===== config.mk =====
export PLATFORM = sky130hd
export DESIGN_NAME = fv_instr_feeder
export DESIGN_NICKNAME = d
export VERILOG_FILES = /design/src/rtl/fv_instr_feeder.sv
export SDC_FILE = /design/constraint.sdc
export NUM_CORES = 1
export LEC_CHECK = 0
export ABC_CLOCK_PERIOD_IN_PS = 4400
export BUFFER_PORTS_ARGS = -buffer_cell sky130_fd_sc_hd__clkbuf_2
export CAP_MARGIN = 30
export CORE_UTILIZATION = 30
export CTS_BUF_LIST = sky130_fd_sc_hd__clkbuf_4
export CTS_CLUSTER_DIAMETER = 80
export CTS_CLUSTER_SIZE = 28
export DETAILED_ROUTE_END_ITERATION = 12
export MAX_ROUTING_LAYER = met4
export PLACE_DENSITY_LB_ADDON = 0.15
export SYNTH_ARGS = -nofsm -noshare
export SYNTH_HDL_FRONTEND = slang
export SYNTH_SLANG_ARGS = --single-unit

===== constraint.sdc =====
create_clock -name clk_i -period 4.4 [get_ports clk_i]
set_clock_uncertainty 0.1 [all_clocks]
set_input_delay 0.88 -clock clk_i [delete_from_list [all_inputs] [get_ports clk_i]]
set_output_delay 0.88 -clock clk_i [all_outputs]
set_load 0.005 [all_outputs]

===== src/rtl/fv_instr_feeder.sv =====
// fv_instr_feeder: buffered instruction source standing in for the IF stage.
// Words from an unconstrained source are replayed with icache-like semantics.
module fv_instr_feeder #(
  parameter int unsigned FETCH_WIDTH = 32,
  parameter int unsigned DEPTH       = 4,
  parameter int unsigned VLEN        = 64
) (
  input  logic                         clk_i,
  input  logic                         rst_ni,
  input  logic                         src_valid_i,
  input  logic [FETCH_WIDTH-1:0]       src_data_i,
  output logic                         src_ready_o,
  input  logic                         req_i,
  input  logic                         kill_s1_i,
  input  logic                         kill_s2_i,
  input  logic [VLEN-1:0]              vaddr_i,
  input  logic                         flush_i,
  output logic                         ready_o,
  output logic                         valid_o,
  output logic [FETCH_WIDTH-1:0]       data_o,
  output logic [VLEN-1:0]              vaddr_o,
  output logic [$clog2(DEPTH+1)-1:0]   count_o
);

  localparam int unsigned PW = $clog2(DEPTH);
  localparam int unsigned CW = $clog2(DEPTH+1);

  typedef enum logic {
    IDLE,
    RESP
  } state_e;

  state_e                 state_q;
  logic [FETCH_WIDTH-1:0] mem_q [DEPTH];
  logic [PW-1:0]          rd_ptr_q;
  logic [PW-1:0]          wr_ptr_q;
  logic [CW-1:0]          count_q;
  logic [VLEN-1:0]        vaddr_q;

  logic full;
  logic empty;
  logic abort;
  logic push;
  logic pop;
  logic accept;

  assign full  = (count_q == CW'(DEPTH));
  assign empty = (count_q == '0);
  assign abort = kill_s2_i | flush_i;

  // Refusal on full holds even when a pop happens the same cycle.
  assign src_ready_o = !full;
  assign push        = src_valid_i & !full;

  assign valid_o = (state_q == RESP) & !abort & !empty;
  assign ready_o = (state_q == IDLE) | valid_o;
  assign pop     = valid_o;
  assign accept  = ready_o & req_i & !kill_s1_i & !flush_i;

  assign data_o  = valid_o ? mem_q[rd_ptr_q] : '0;
  assign vaddr_o = vaddr_q;
  assign count_o = count_q;

  // Storage array: contents are don't-care until written.
  always_ff @(posedge clk_i) begin
    if (push) mem_q[wr_ptr_q] <= src_data_i;
  end

  // FIFO pointers and occupancy.
  always_ff @(posedge clk_i or negedge rst_ni) begin
    if (!rst_ni) begin
      rd_ptr_q <= '0;
      wr_ptr_q <= '0;
      count_q  <= '0;
    end else begin
      if (push) wr_ptr_q <= wr_ptr_q + PW'(1);
      if (pop)  rd_ptr_q <= rd_ptr_q + PW'(1);
      count_q <= count_q + CW'(push) - CW'(pop);
    end
  end

  // Request FSM and captured fetch address.
  always_ff @(posedge clk_i or negedge rst_ni) begin
    if (!rst_ni) begin
      state_q <= IDLE;
      vaddr_q <= '0;
    end else begin
      if (accept) vaddr_q <= vaddr_i;
      unique case (state_q)
        IDLE: begin
          if (accept) state_q <= RESP;
        end
        RESP: begin
          if (abort)       state_q <= IDLE;
          else if (!empty) state_q <= accept ? RESP : IDLE;
        end
        default: state_q <= IDLE;
      endcase
    end
  end

endmodule


# After elaboration in Yosys (flattened, before gate mapping)
# Memories as Yosys holds them, arrays and structs flattened.
# Index checks and enable logic that the tools add are counted.
op_classes:
  addsub: 4
  n_eq_ne: 1
  n_mux: 7
  n_bitwise: 9
  n_reduce_logical: 6
ops:
  columns: ["operator", "n"]
  rows:
  - ["32-bit 2-to-1 mux", 1]
  - ["1-bit bitwise AND", 6]
  - ["1-bit logical NOT", 5]
  - ["1-bit 2-to-1 mux", 5]
  - ["2-bit by 1-bit adder with 2-bit output, second input constant", 2]
  - ["3-bit by 1-bit adder with 3-bit output", 1]
  - ["3-bit == test, second input constant", 1]
  - ["3-bit logical NOT", 1]
  - ["3-bit by 1-bit subtractor with 3-bit output", 1]
  - ["1-bit OR", 2]
  - ["1-bit case mux with 2 select lines", 1]
  - ["1-bit inverter", 1]
totals:
  register_bits: 72
  ram_bits: 128
  in_bits: 103
  output_inout_bits: 102
  word_cells: 33
  n_memories: 1
mem_list:
  columns: ["memory", "words", "word_bits", "read_ports", "rd_ports_with_merged_regs", "write_ports", "line", "text"]
  rows:
  - ["mem_q", 4, 32, 1, 0, 1, "34", "logic [FETCH_WIDTH-1:0] mem_q [DEPTH];"]

# Depth between registers and ports, before layout
# Gate-level depths: netlist of the first run.
depth:
  ltp_word: 12
  ltp_mapped: 9
  mapped_depth_nobuf: 9

# Worst setup path before layout of the first run
# No wires, ideal clock.
synth_timing:
  path_type: "input -> register"
  from: "input kill_s2_i"
  to: "register count_q[2], in the netlist count_o[2]"
  setup_time_ps: 125
  arrival_ps: 2555
  t_required_ps: 4175
  path_slack_ps: 1620
  path_stages: 8
  path_buffers: 0
  path_cell_list: "nor3b_1 > and2_1 > ha_1 > inv_1 > ha_1 > fa_1 > xor2_1 > xnor2_1"
synth_between:
  elab_chain_len: 5
synth_rtl:
  columns: ["item", "line", "text"]
  rows:
  - ["from (decl)", "15", "input logic kill_s2_i,"]
  - ["1-bit OR", "49", "assign abort = kill_s2_i | flush_i;"]
  - ["1-bit logical NOT", "55", "assign valid_o = (state_q == RESP) & !abort & !empty;"]
  - ["1-bit bitwise AND (2 in series)", "55", null]
  - ["named net valid_o", "19", "output logic valid_o,"]
  - ["3-bit by 1-bit subtractor with 3-bit output", "78", "count_q <= count_q + CW'(push) - CW'(pop);"]
  - ["to (signal assigned)", "78", null]
  - ["to (decl)", "37", "logic [CW-1:0] count_q;"]
# The timed path passes the listed nets, and every way through them passes these cells.
# A chain may end at the register's enable or synchronous reset.

# Final worst setup path of the first run
layout_timing:
  from: "register rd_ptr_q[0]"
  to: "output data_o[13]"
layout_between:
  elab_chain_len: 2
layout_rtl:
  columns: ["item", "line", "text"]
  rows:
  - ["from (decl)", "35", "logic [PW-1:0] rd_ptr_q;"]
  - ["from (signal assigned)", "77", "if (pop) rd_ptr_q <= rd_ptr_q + PW'(1);"]
  - ["memory 4 x 32 bit", null, null]
  - ["32-bit 2-to-1 mux", "60", "assign data_o = valid_o ? mem_q[rd_ptr_q] : '0;"]
  - ["to (decl)", "20", "output logic [FETCH_WIDTH-1:0] data_o,"]
# No other way between the ends.

==> results.yml, run 1 <==
critical_path:
  cp.arrival_ns: 2.39
  crit_type: "reg -> out"
  worst-path-stages: 4
  critical_path_required_ns: 3.42
  critPathBufInv: 2
  crit_family: "flip-flops"
  crit_path_start_kind: "flip-flop"
  slowest_stage: "dfrtp_2"
  worst-r2r-cell-count: 9
  rrSetupSlack_ns: 1.70
  slowest_delay_ns: 0.69
  worstReg2RegStart: "count_o[1]$_DFF_PN0_"
  path_max_fanout: 23
  path_cells: "buf_12 -> mux4_2 -> and3_1 -> clkbuf_2"
  end_kind: "output pin"
  rr_endpoint: "count_o[2]$_DFF_PN0_"
sta:
  slew_headroom: 0.379
  tightest_slew_ns: 0.932
  report.final.slew_viol_count: 0
  fin_crit_ns: 3.37
  setup_violations: 0
  hold_ws_ns: 0.301
  period_share: 0.766
  tns_ns: 0
  clock.fmax_ghz: 0.297
  hold_violations: 0
  grt_setup_unrepaired: "false"
detailed_routing:
  via_per_inst: 4.52
  dr.pass1.iters: 4
  wirelength_mm: 17.2
  drt_iter0_markers: 201
  vias: 4259
  ant_nets: 0
  avgRoutedWirePerCell_microns: 18.2
  drc: 0
clock_network:
  h-tree-depth: 4
  cts_resized: 0
  postCtsSetupBuffers: 0
  cts_hold_buf: 0
  clock_tree.root_cell: "clkbuf_4"
  clock_sinks: 200
  tritoncts: "yes"
  clk-insertion-delay-late_ns: 0.55
  clk_path_buf_depth: 2
  numCtsBuffers: 17
  path_clk_slew_ns: 0.19
power_and_ir_drop:
  total_power_mw: 4.93
  swShare: 0.296
  leakagePower_nw: 4.00
  clock_power_share: 0.208
  switchingPower_mw: 1.46
  p_per_area_nw_per_um2: 517
  p_int_mw: 3.47
  p_comb_frac: 0.250
  power.share.sequential: 0.542
  vdd_ir_drop_max_mv: 0.188
synthesis:
  syn_area_per_cell_sq_um: 20.2
  syn-num-nets: 495
  yosysUniqueCellTypes: 25
  synth.cell_area_sq_um: 7760
  ys_seq_area_frac: 0.728
  synthCells: 385
  synth_warnings: 0
  synth_seq_cells: 200
final_layout:
  area_growth_pct: 23.0
  fill_cells: 2419
  fin_cells: 943
  finalCoreUtilization: 0.378
  layout_common_cells: "203 x clkbuf_2, 128 x edfxtp_1, 70 x dfrtp_1"
  final_common_cell: "clkbuf_2"
  nets: 707
  layout-drive-gt1-share: 0.577
grt:
  first_global_vias: 4818
  grtUsageTotal: 0.141
  grt_pass1_wl_mm: 26.9
  gr-total-overflow: 0
  grt_max_degree: 65
  antenna_found_initial: 1
floorplan:
  die_y_microns: 163
  core_area_sq_um: 25300
  start_util: 0.307
  die_x_microns: 163
  die_area_sq_um: 26500
  rows: 58
  num_io_pins: 205
place:
  routabilityCongestion: 0.738
  dpl.hpwl_mm: 11.7
  placement.io_buffers: 204
  placed_cells: 907
run_status:
  outcome: "completed"
min_path:
  hold_path.class: "in -> async"
flow_run:
  drv_cap: 0
layout make-up:
cell class	count	area, sq um	share of cell area
Sequential cell	200	5650	0.592
Multi-Input combinational cell	158	1970	0.206
Timing Repair Buffer	214	1180	0.123
Clock inverter	15	179	0.0187
Tap cell	330	413	0.0433
Clock buffer	17	128	0.0134
Inverter	6	22.5	0.00236
Antenna cell	3	7.51	0.000786
through the flow:
step | worst slack (ns) | instance area, sq um
2_1_floorplan | 1.62 | 7760
3_3_place_gp | 1.39 | 9120
3_5_place_dp | 1.30 | 9200
4_1_cts | 0.857 | 9510
5_1_grt | 0.815 | 9540
6_report | 1.03 | 9550
sequential cells by signal (all words and copies together), names as in the netlist:
register / count
count_o: 3
mem_q: 128
vaddr_o: 64
state_q: 1
wr_ptr_q: 2
rd_ptr_q: 2
cell usage after synthesis (all sizes together):
| cell type | count | area, sq um |
|---|---|---|
| or3b | 1 | 8.76 |
| or3 | 1 | 6.26 |
| ha | 6 | 75.1 |
| nor3b | 2 | 15.0 |
| clkbuf | 11 | 41.3 |
| inv | 6 | 22.5 |
| o21ai | 1 | 5.00 |
| mux4 | 32 | 721 |
| xor2 | 2 | 17.5 |
| mux2 | 65 | 769 |
| and3 | 36 | 225 |
| edfxtp | 128 | 3840 |
| a221oi | 1 | 8.76 |
| and2 | 3 | 18.8 |
| fa | 1 | 20.0 |
| xnor2 | 3 | 26.3 |
| or4b | 1 | 13.8 |
| buf | 10 | 91.3 |
| dfrtp | 72 | 1800 |
| nand2b | 1 | 6.26 |
| nand3 | 2 | 22.5 |
cells by family (layout without fill, tap and decap cells):
kind of cell | after synthesis | after routing | share of synthesized area
AOI/OAI and AO/OA | 2 | 2 | 0.00177
xor gates and xnor gates | 5 | 5 | 0.00564
adders and majority gates | 7 | 7 | 0.0123
buffers and inverters | 27 | 252 | 0.0200
DFF | 200 | 200 | 0.728
muxes | 97 | 97 | 0.192
other | 0 | 3 | 0
and+or+nand+nor | 47 | 47 | 0.0408
worst max-delay path by stage:
stage	to	start	slack [ns]
finish	data_o[13]	rd_ptr_q[0]$_DFFE_PN0P_	1.03
global route	data_o[13]	rd_ptr_q[0]$_DFFE_PN0P_	0.82
CTS	data_o[13]	rd_ptr_q[0]$_DFFE_PN0P_	0.86
detailed placement	count_o[2]$_DFF_PN0_	kill_s2_i	1.30
global placement	count_o[2]$_DFF_PN0_	kill_s2_i	1.39
floorplan	count_o[2]$_DFF_PN0_	kill_s2_i	1.62
routing by layer:
| layer | up-vias | track usage | part of all wire |
|---|---|---|---|
| li1 | 1923 | - | - |
| met5 | - | - | 0 |
| met2 | 171 | 0.224 | 0.48 |
| met4 | 0 | 0.0344 | 0.0079 |
| met3 | 14 | 0.0499 | 0.082 |
| met1 | 2151 | 0.171 | 0.43 |
power by group through the flow:
stage / registers, mW / clock network, mW / logic [mW]
after floorplan: 2.61 / 0 / 0.796
after global placement: 2.71 / 0 / 1.21
after detailed placement: 2.73 / 0 / 1.28
after CTS: 2.69 / 1.08 / 1.28
after global routing: 2.73 / 1.14 / 1.36
final: 2.67 / 1.03 / 1.23
(Power assumes the default switching activity.)
==> inputs of run 2 (changes only) <==
--- a/config.mk
+++ b/config.mk
@@ -5,7 +5,7 @@
 export SDC_FILE = /design/constraint.sdc
 export NUM_CORES = 1
 export LEC_CHECK = 0
-export ABC_CLOCK_PERIOD_IN_PS = 4400
+export ABC_CLOCK_PERIOD_IN_PS = 3270
 export BUFFER_PORTS_ARGS = -buffer_cell sky130_fd_sc_hd__clkbuf_2
 export CAP_MARGIN = 30
 export CORE_UTILIZATION = 30
==> constraint.sdc (replaced) <==
create_clock -name clk_i -period 3.27 [get_ports clk_i]
set_clock_uncertainty 0.1 [all_clocks]
set_input_delay 0.654 -clock clk_i [delete_from_list [all_inputs] [get_ports clk_i]]
set_output_delay 0.654 -clock clk_i [all_outputs]
set_load 0.005 [all_outputs]
==> results.yml, run 2 (same netlist as run 1, synthesis figures left out) <==
run_status:
  outcome: "completed"
sta:
  grt_setup_unrepaired: "false"
  hold_violations: 0
  clock.fmax_ghz: 0.342
  period_share: 0.894
  fin_crit_ns: 2.92
  slew_headroom: 0.637
  tightest_slew_ns: 0.544
  setup_violations: 0
  report.final.slew_viol_count: 0
  tns_ns: 0
final_layout:
  finalCoreUtilization: 0.378
  fill_cells: 2399
  layout-drive-gt1-share: 0.577
  nets: 711
  largest_register_ffs: 128
  regMostFlops: "mem_q"
  area_growth_pct: 22.9
  layout_common_cells: "203 x clkbuf_2, 128 x edfxtp_1, 70 x dfrtp_1"
  final_common_cell: "clkbuf_2"
critical_path:
  critPathBufInv: 2
  end_kind: "output pin"
  crit_path_start_kind: "flip-flop"
  crit_type: "reg -> out"
  crit_family: "multiplexers"
  rrSetupSlack_ns: 0.81
  critical_path_required_ns: 2.52
  path_max_fanout: 34
  path_cells: "buf_12 -> mux4_2 -> and3_1 -> clkbuf_2"
  cp.arrival_ns: 2.17
  slowest_stage: "mux4_2"
  slowest_delay_ns: 0.58
clock_network:
  postCtsSetupBuffers: 0
  h-tree-depth: 4
  cts_hold_buf: 0
  cts_resized: 0
  clock_tree.root_cell: "clkbuf_4"
  clk_path_buf_depth: 2
  clk-insertion-delay-late_ns: 0.56
  tritoncts: "yes"
  numCtsBuffers: 17
  path_clk_slew_ns: 0.19
  clock_sinks: 200
detailed_routing:
  vias: 4230
  dr.pass1.iters: 4
  drc: 0
  wirelength_mm: 17.2
  via_per_inst: 4.48
  drt_iter0_markers: 138
  ant_nets: 0
  avgRoutedWirePerCell_microns: 18.2
power_and_ir_drop:
  p_per_area_nw_per_um2: 691
  leakagePower_nw: 4.00
  total_power_mw: 6.59
  vdd_ir_drop_max_mv: 0.252
grt:
  use_met2: 0.221
  grt_pass1_wl_mm: 26.5
  gr-total-overflow: 0
  first_global_vias: 4689
  grt_use_met1: 0.169
  grtUsageTotal: 0.140
  grt_max_degree: 73
  gr-usage-met3: 0.0474
  grt.busiest_layer: "met2"
  antenna_found_initial: 1
place:
  placement.io_buffers: 204
  routabilityCongestion: 0.723
  dpl.hpwl_mm: 11.3
flow_run:
  drv_cap: 0
min_path:
  hold_path.class: "in -> reg"
floorplan:
  num_io_pins: 205
  die_area_sq_um: 26500
  die_x_microns: 163
  rows: 58
  die_y_microns: 163
  core_area_sq_um: 25300
  start_util: 0.307
[run 2: power breakdown]
| group | switching, mW | internal [mW] | leakage, nW |
|---|---|---|---|
| Combinational | 0.857 | 0.890 | 1.81 |
| Clock | 0.936 | 0.427 | 0.161 |
| Sequential | 0.203 | 3.28 | 2.02 |
[run 2: path summary, 6_finish.rpt]
check | start | to | cells after the start
max | rd_ptr_q[0]$_DFFE_PN0P_ | data_o[13] | 4
max reg2reg | count_o[1]$_DFF_PN0_ | count_o[2]$_DFF_PN0_ | 9
min in group asynchronous | rst_ni | vaddr_o[3]$_DFFE_PN0P_ | 3
min reg2reg | state_q$_DFF_PN0_ | state_q$_DFF_PN0_ | 1
max in group asynchronous | rst_ni | rd_ptr_q[1]$_DFFE_PN0P_ | 4
min | flush_i | state_q$_DFF_PN0_ | 2
[run 2: routing by layer]
| metal | share of wire | wire length [microns] |
|---|---|---|
| met5 | 0 | 0 |
| met4 | 0.0099 | 170 |
| met2 | 0.48 | 8230 |
| met3 | 0.080 | 1370 |
| met1 | 0.43 | 7400 |
[run 2: per-stage QoR]
step	instances	setup WS [ns]	instance area [sq um]	hold WS [ns]
2_1_floorplan	385	0.716	7760	0.258
3_3_place_gp	910	0.830	9190	0.378
3_5_place_dp	910	0.785	9190	0.392
4_1_cts	942	0.190	9500	0.0830
5_1_grt	945	0.149	9540	0.0904
6_report	945	0.345	9540	0.174
[run 2: layout make-up]
class	count	area, sq um	area share
clock inverter	15	179	0.0188
sequential	200	5650	0.592
tap	330	413	0.0433
timing repair buffer	218	1170	0.123
antenna	1	2.50	0.000262
multi-input combinational	158	1970	0.207
inverter	6	22.5	0.00236
clock buffer	17	128	0.0134
[run 2: worst reg2reg max path, delay by kind of cell, from the launching register on]
family,cells,cell delay [ns]
fa+ha+maj,3,0.67
flops,1,0.47
simple gates,2,0.71
xor+xnor,2,0.33
buf+inv,2,0.11
==> inputs of run 3 (changes only) <==
--- a/config.mk
+++ b/config.mk
@@ -13,7 +13,6 @@
 export CTS_CLUSTER_DIAMETER = 80
 export CTS_CLUSTER_SIZE = 28
 export DETAILED_ROUTE_END_ITERATION = 12
-export MAX_ROUTING_LAYER = met4
 export PLACE_DENSITY_LB_ADDON = 0.15
 export SYNTH_ARGS = -nofsm -noshare
 export SYNTH_HDL_FRONTEND = slang
==> results.yml, run 3 (same netlist as run 1, synthesis figures left out) <==
power_and_ir_drop:
  p_per_area_nw_per_um2: 691
  switchingPower_mw: 1.99
  p_int_mw: 4.59
  swShare: 0.302
  p_comb_frac: 0.265
  vdd_ir_drop_max_mv: 0.251
  clock_power_share: 0.206
  power.share.sequential: 0.528
  leakagePower_nw: 4.00
sta:
  clock.fmax_ghz: 0.343
  slew_headroom: 0.632
  hold_violations: 0
  fin_crit_ns: 2.92
  tns_ns: 0
  setup_violations: 0
  grt_setup_unrepaired: "false"
  period_share: 0.892
  report.final.slew_viol_count: 0
  tightest_slew_ns: 0.552
floorplan:
  start_util: 0.307
  num_io_pins: 205
  die_y_microns: 163
  die_x_microns: 163
  rows: 58
  core_area_sq_um: 25300
  die_area_sq_um: 26500
final_layout:
  fin_area_sq_um: 9540
  nets: 711
  regArea_sq_um: 5650
  fill_cells: 2399
  final_common_cell: "clkbuf_2"
  regMostFlops: "mem_q"
  multi_input_area_sq_um: 1970
  layout_common_cells: "203 x clkbuf_2, 128 x edfxtp_1, 70 x dfrtp_1"
  fin_cells: 945
  largest_register_ffs: 128
  area_growth_pct: 22.9
  layout-drive-gt1-share: 0.577
place:
  dpl.hpwl_mm: 11.3
  placed_cells: 910
  postPlaceCellArea_sq_um: 9190
  routabilityCongestion: 0.713
  placement.io_buffers: 204
critical_path:
  cp.arrival_ns: 2.16
  worstReg2RegStart: "count_o[1]$_DFF_PN0_"
  path_max_fanout: 34
  worst-r2r-cell-count: 9
  critical_path_required_ns: 2.52
  end_kind: "output pin"
  rrSetupSlack_ns: 0.81
  crit_type: "reg -> out"
  crit_path_start_kind: "flip-flop"
  rr_endpoint: "count_o[2]$_DFF_PN0_"
detailed_routing:
  avgRoutedWirePerCell_microns: 18.1
  drc: 0
  ant_nets: 0
  wirelength_mm: 17.1
  drt_iter0_markers: 133
  via_per_inst: 4.45
  vias: 4206
  dr.pass1.iters: 4
clock_network:
  numCtsBuffers: 17
  h-tree-depth: 4
  path_clk_slew_ns: 0.19
  tritoncts: "yes"
  clk-insertion-delay-late_ns: 0.56
  clk_path_buf_depth: 2
  cts_resized: 0
  clock_sinks: 200
  postCtsSetupBuffers: 0
  clock_tree.root_cell: "clkbuf_4"
grt:
  grt_pass1_wl_mm: 26.6
  gr-total-overflow: 0
  grtUsageTotal: 0.136
  first_global_vias: 4662
  antenna_found_initial: 1
  grt_max_degree: 73
min_path:
  hold_path_depth: 2
  hp-start: "flush_i"
  hold_path_end: "state_q$_DFF_PN0_"
  hold_path.class: "in -> reg"
flow_run:
  drv_cap: 0
run_status:
  outcome: "completed"
run 3: cell counts in the layout (fill, tap and decap cells not counted):
Identical to the previous run, type by type.
run 3: power by group through the flow:
stage | sequential [mW] | clock (mW) | combinational [mW]
5_1_grt | 3.54 | 1.52 | 1.94
3_3_place_gp | 3.51 | 0 | 1.81
4_1_cts | 3.49 | 1.44 | 1.83
2_1_floorplan | 3.51 | 0 | 1.07
6_report | 3.48 | 1.36 | 1.75
3_5_place_dp | 3.54 | 0 | 1.83
run 3: layout make-up:
type | instances | area share
multi-input combinational | 158 | 0.207
clock inverter | 15 | 0.0188
tap | 330 | 0.0433
sequential | 200 | 0.592
antenna | 1 | 0.000262
inverter | 6 | 0.00236
clock buffer | 17 | 0.0134
timing repair buffer | 218 | 0.123
run 3: critical path, stage by stage (launching register included):
cell and delay (ns):
dfrtp_2 0.41, buf_12 0.29, mux4_2 0.58, and3_1 0.20, clkbuf_2 0.11
run 3: how the worst max path moves through the flow:
stage	start	end	slack (ns)	cells after the start
2_1_floorplan	kill_s2_i	count_o[2]$_DFF_PN0_	0.72	8
3_3_place_gp	kill_s2_i	data_o[20]	0.83	5
3_5_place_dp	kill_s2_i	count_o[2]$_DFF_PN0_	0.78	9
4_1_cts	rd_ptr_q[0]$_DFFE_PN0P_	data_o[13]	0.19	4
5_1_grt	rd_ptr_q[0]$_DFFE_PN0P_	data_o[13]	0.15	4
6_report	rd_ptr_q[0]$_DFFE_PN0P_	data_o[13]	0.35	4
run 3: stage by stage:
step | total power, mW | utilization | hold slack (ns) | worst slack [ns]
final | 6.58 | 0.378 | 0.181 | 0.354
after global routing | 7.00 | 0.378 | 0.0901 | 0.148
after CTS | 6.75 | 0.376 | 0.0830 | 0.190
after detailed placement | 5.37 | 0.364 | 0.392 | 0.785
after global placement | 5.32 | 0.364 | 0.378 | 0.830
after floorplan | 4.59 | - | 0.258 | 0.716
run 3: repair_timing:
| action | in CTS | in global routing |
|---|---|---|
| setup endpoints to repair | 0 | 0 |
| hold endpoints to repair | 0 | 12 |
| hold buffers | 0 | 1 |
run 3: per-layer routing:
layer	GRT usage	part of all wire
met1	0.162	0.42
met2	0.221	0.48
met3	0.0588	0.092
met4	0.0395	0.0073
met5	0	0
